$ cat config.mk
export PLATFORM = sky130hd
export DESIGN_NAME = dac_cmd_queue
export DESIGN_NICKNAME = d
export VERILOG_FILES = /design/src/rtl/dac_cmd_queue.sv
export SDC_FILE = /design/constraint.sdc
export NUM_CORES = 1
export LEC_CHECK = 0
export CAP_MARGIN = 25
export CORE_MARGIN = 10
export CORE_UTILIZATION = 59
export CTS_CLUSTER_SIZE = 8
export DETAILED_ROUTE_END_ITERATION = 10
export PLACE_DENSITY = 0.89
export SETUP_SLACK_MARGIN = 0.05
export SLEW_MARGIN = 15
export SYNTH_ARGS = -nofsm -noshare
export SYNTH_HDL_FRONTEND = slang
export SYNTH_SLANG_ARGS = --single-unit
export TNS_END_PERCENT = 5
$ cat constraint.sdc
create_clock -name clk -period 5.55 [get_ports clk]
set_input_delay 1.11 -clock clk [delete_from_list [all_inputs] [get_ports clk]]
set_output_delay 1.11 -clock clk [all_outputs]
set_load 0.03 [all_outputs]
$ cat src/rtl/dac_cmd_queue.sv
// dac_cmd_queue: FIFO-buffered command scheduler driving the DAC SPI serializer.
// Optional feature macro DACQ_SHADOW_EN adds a 16x16 shadow of successfully written data.
module dac_cmd_queue #(
    parameter int DEPTH      = 8,
    parameter int AW         = 3,
    parameter int GAP_CYCLES = 64,
    parameter int TIMEOUT    = 4096
) (
    input  logic        clk,
    input  logic        rst_n,
    input  logic        wr_valid,
    output logic        wr_ready,
    input  logic [3:0]  wr_comm,
    input  logic [3:0]  wr_addr,
    input  logic [15:0] wr_data,
    output logic [3:0]  dac_comm,
    output logic [3:0]  dac_addr,
    output logic [15:0] dac_data,
    output logic        dac_start,
    input  logic        dac_active,
    output logic        busy,
    output logic [AW:0] level,
    output logic        timeout_err,
    input  logic        err_clr
`ifdef DACQ_SHADOW_EN
    ,
    input  logic [3:0]  shadow_raddr,
    output logic [15:0] shadow_rdata
`endif
);

    // One counter serves both the frame timeout and the inter-frame gap.
    localparam int CMAX = (TIMEOUT > GAP_CYCLES) ? TIMEOUT : GAP_CYCLES;
    localparam int CW   = $clog2(CMAX) + 1;

    typedef enum logic [2:0] {
        S_IDLE,
        S_LOAD,
        S_START,
        S_ACTIVE,
        S_GAP
    } state_t;

    state_t          r_state, w_state_nxt;
    logic [CW-1:0]   r_cnt, w_cnt_nxt;
    logic            r_dac_start, w_start_nxt;
    logic            w_pop, w_push, w_full, w_set_err, w_frame_ok;

    logic [23:0]     r_mem [DEPTH];
    logic [AW-1:0]   r_wptr, r_rptr;
    logic [AW:0]     r_level;
    logic [3:0]      r_comm, r_addr;
    logic [15:0]     r_data;
    logic            r_err;

    assign w_full   = (r_level == (AW+1)'(DEPTH));
    assign w_push   = wr_valid & ~w_full;
    assign wr_ready = ~w_full;

    // NOTE: the payload array has no reset; pointers and level alone decide which entries are valid.
    always_ff @(posedge clk) begin
        if (w_push) r_mem[r_wptr] <= {wr_comm, wr_addr, wr_data};
    end

    // NOTE: sequential state uses non-blocking assignments so every register samples pre-edge values.
    always_ff @(posedge clk or negedge rst_n) begin
        if (!rst_n) begin
            r_wptr  <= '0;
            r_rptr  <= '0;
            r_level <= '0;
        end else begin
            if (w_push) r_wptr <= r_wptr + 1'b1;
            if (w_pop)  r_rptr <= r_rptr + 1'b1;
            case ({w_push, w_pop})
                2'b10:   r_level <= r_level + 1'b1;
                2'b01:   r_level <= r_level - 1'b1;
                default: r_level <= r_level;
            endcase
        end
    end

    always_comb begin
        // NOTE: every signal driven here gets a default first, so no path can infer a latch.
        w_state_nxt = r_state;
        w_cnt_nxt   = r_cnt;
        w_start_nxt = r_dac_start;
        w_pop       = 1'b0;
        w_set_err   = 1'b0;
        w_frame_ok  = 1'b0;
        case (r_state)
            S_IDLE: begin
                if (r_level != '0) begin
                    w_pop       = 1'b1;
                    w_state_nxt = S_LOAD;
                end
            end
            S_LOAD: begin
                w_start_nxt = 1'b1;
                w_cnt_nxt   = '0;
                w_state_nxt = S_START;
            end
            S_START, S_ACTIVE: begin
                // A completed frame takes precedence over a coincident timeout.
                if (r_state == S_ACTIVE && !dac_active) begin
                    w_start_nxt = 1'b0;
                    w_frame_ok  = 1'b1;
                    w_cnt_nxt   = '0;
                    w_state_nxt = S_GAP;
                end else if (r_cnt == CW'(TIMEOUT - 1)) begin
                    w_start_nxt = 1'b0;
                    w_set_err   = 1'b1;
                    w_cnt_nxt   = '0;
                    w_state_nxt = S_GAP;
                end else begin
                    w_cnt_nxt = r_cnt + 1'b1;
                    if (r_state == S_START && dac_active) w_state_nxt = S_ACTIVE;
                end
            end
            S_GAP: begin
                if (r_cnt == CW'(GAP_CYCLES - 1)) begin
                    w_cnt_nxt   = '0;
                    w_state_nxt = S_IDLE;
                end else begin
                    w_cnt_nxt = r_cnt + 1'b1;
                end
            end
            default: w_state_nxt = S_IDLE;
        endcase
    end

    always_ff @(posedge clk or negedge rst_n) begin
        if (!rst_n) begin
            r_state     <= S_IDLE;
            r_cnt       <= '0;
            r_dac_start <= 1'b0;
            r_comm      <= '0;
            r_addr      <= '0;
            r_data      <= '0;
            r_err       <= 1'b0;
        end else begin
            r_state     <= w_state_nxt;
            r_cnt       <= w_cnt_nxt;
            r_dac_start <= w_start_nxt;
            if (w_pop) {r_comm, r_addr, r_data} <= r_mem[r_rptr];
            if (w_set_err)    r_err <= 1'b1;
            else if (err_clr) r_err <= 1'b0;
        end
    end

    assign dac_comm    = r_comm;
    assign dac_addr    = r_addr;
    assign dac_data    = r_data;
    assign dac_start   = r_dac_start;
    assign level       = r_level;
    assign timeout_err = r_err;
    assign busy        = (r_state != S_IDLE) | (r_level != '0);

`ifdef DACQ_SHADOW_EN
    // Small enough to clear on reset, so unwritten addresses read back as zero.
    logic [15:0] r_shadow [16];

    always_ff @(posedge clk or negedge rst_n) begin
        if (!rst_n) begin
            for (int i = 0; i < 16; i++) r_shadow[i] <= '0;
        end else if (w_frame_ok) begin
            r_shadow[r_addr] <= r_data;
        end
    end

    assign shadow_rdata = r_shadow[shadow_raddr];
`endif

endmodule

==> results.ini <==
[status]
status = complete, no violations

[global_route]
grt_pass1_wl_um = 32300
grt_max_degree = 55
grt_pass1_vias = 5572
antenna_found_initial = 0
grt_usage_pct = 19.1
grt_overflow = 0

[min_path]
hold_path_class = reg -> reg

[final_layout]
n_antenna_cell = 0
nets = 640
layout-drive-gt1-share_pct = 19.6
syn_to_final_growth_pct = 20.7
final_common_cell = edfxtp_1
layout_common_cells = edfxtp_1 (192), clkdlybuf4s50_1 (59), dfrtp_1 (50)
nFillCells = 918

[die]
die_h_um = 148
die-area_um2 = 21800
rows = 46
die_w_um = 148
design.core.area_um2 = 15900
io_pins = 61
start_util_pct = 60.3

[routing]
vias = 5258
vias_per_cell = 6.19
wl_um = 20400
drc_errors = 0
drt_iter0_drc = 446
firstDrtPassIters = 7
wl_per_cell_um = 24.0
ant_nets = 0

[sta]
finalHoldViolCount = 0
final_max_slew_viol_count = 0
fin_skew_ns = 0.0169
fin_tns_setup_ns = 0
worst_hold_slack_ns = 0.503
setup_viol = 0
worstMarginPinSlew_ns = 0.876
finalCritPeriodShare_pct = 59.2
grt_setup_unrepaired = false
slew_headroom_pct = 41.3
min_period_ns = 3.28
fmax_ghz = 0.305

[placed_design]
place.gp.congestion = 0.802
post-dp-hpwl_um = 11400
port_buffers = 60

[critical_path]
critPathMaxStageDelay_ns = 0.61
path_class = reg -> out
path_buf_inv = 1
crit_family = buffers and inverters
slowest_stage = clkdlybuf4s50_1
crit_path_end_kind = primary output
cp-start-kind = flip-flop
cp.arrival_ns = 2.17
cp.required_ns = 4.44
crit_path_max_fanout = 8
path_cells = nor4_2 > nand3_1 > clkdlybuf4s50_1

[power_and_ir_drop]
leakagePower_nw = 3.94
ir_drop_mv = 0.374
cellPowerDensity_nw_per_um2 = 417

[clocking]
postCtsHoldBufs = 0
cts_buffers = 36
cts_setup_buffers = 0
clkLatencyLatePin_ns = 0.51
htreeDepth = 2
cts.clk_slew.worst_paths_ns = 0.05
cts.sinks = 244
cts_tree = yes
cts_root_buf = clkbuf_16
cts-resized-gates = 0
clock_tree.buffer_depth = 3

[run]
max_cap_violations = 0

[logic_synthesis]
syn_inst = 518
synth.cell_area_um2 = 9610
synth.top_cell.area_share_pct = 60.0
avgSynthCellArea_um2 = 18.5
synth_cell_type_count = 47
synth_warnings = 0
netlist.top_cell.by_area = edfxtp_1
synthArstFlopShare_pct = 21.3
synth-seq-area-share_pct = 73.6
ys.flop_type = edfxtp_1
synth_top_cells_by_area = edfxtp_1 (60%), dfrtp_1 (14%), mux4_2 (11%)
synth-seq-cells = 244
synth_nets = 553
synth_edf_count = 192

-- power breakdown --
group / switching (W) / total, W / internal, W
clock network: 0.000751 / 0.00204 / 0.00129
logic: 0.000276 / 0.000448 / 0.000172
registers: 0.000119 / 0.00234 / 0.00223
-- per-stage QoR --
stage          setup WS [ns]  instances  utilization [%]  power [W]  cell area, µm²
6_report                2.27        849             72.8    0.00483           11600
5_1_grt                 2.18        849             72.8    0.00500           11600
4_1_cts                 2.24        848             72.6    0.00487           11600
3_5_place_dp            2.10        782             65.9    0.00282           10500
3_3_place_gp            1.86        780             65.7    0.00277           10500
2_1_floorplan           1.13        518                -    0.00259            9610
-- worst register-to-register path: cells and delay by family (launching register included) --
kind | cells | cell delay, ns
buffers and inverters | 1 | 0.33
AOI/OAI and AO/OA | 1 | 0.15
and+or+nand+nor | 3 | 0.58
adders and majority gates | 2 | 0.56
xor gates and xnor gates | 3 | 0.49
DFF | 1 | 0.47
-- metal layers --
layer | vias up | wire length, µm | part of all wire (%) | track usage (%)
li1 | 2246 | - | - | -
met1 | 2715 | 7790 | 38 | 23.6
met2 | 249 | 10500 | 52 | 32.4
met3 | 48 | 1610 | 7.9 | 4.73
met4 | 0 | 495 | 2.4 | 6.59
met5 | - | 0 | 0 | 0
-- logic make-up (layout without fill, tap and decap cells) --
family,after synthesis,in the layout,synth area share [%]
flip-flops,244,244,73.6
AO/OA/AOI/OAI,59,59,3.84
buffers and inverters,32,147,1.59
adder cells (fa/ha/maj),6,6,0.781
XOR/XNOR,13,13,1.19
multiplexers,77,77,14.3
AND/OR/NAND/NOR,87,87,4.73
-- layout make-up --
cell class | count | area [µm²] | share of cell area (%)
inverter | 7 | 26.3 | 0.226
clock buffer | 63 | 1020 | 8.82
clock inverter | 3 | 47.5 | 0.410
multi-input combinational | 242 | 2440 | 21.0
timing repair buffer | 74 | 723 | 6.23
tap | 216 | 270 | 2.33
sequential | 244 | 7070 | 61.0
-- synthesized netlist by cell type (4+ instances only) --
cell / number
buf_2: 11
inv_1: 7
dfrtp_1: 52
edfxtp_1: 192
nand3_1: 9
a22o_1: 5
o21ai_0: 4
nor3_1: 5
ha_1: 6
xor2_1: 6
a21oi_1: 32
clkbuf_1: 8
mux4_2: 48
nand2_1: 18
a31oi_1: 5
nor2_1: 34
xnor2_1: 7
mux2i_1: 25
-- flip-flops by register name, indices dropped and copies added, names as in the netlist --
register     cells
dac_data        16
r_cnt           13
dac_addr         4
dac_comm         4
timeout_err      1
dac_start        1
level            4
r_state          3
r_mem          192
r_rptr           3
r_wptr           3
-- path summary, 6_finish.rpt --
check / endpoint / slack, ns / startpoint / cells after the start
setup / recovery: busy / 2.27 / level[1] / 3
hold / removal: timeout_err / 0.50 / timeout_err / 2
setup reg to reg: level[2] / 2.83 / level[1] / 10
hold reg to reg: timeout_err / 0.50 / timeout_err / 2
max in group asynchronous: r_rptr[0] / 4.27 / rst_n / 2
min in group asynchronous: level[0] / 0.74 / rst_n / 2
Power figures use the tool's default switching activity.
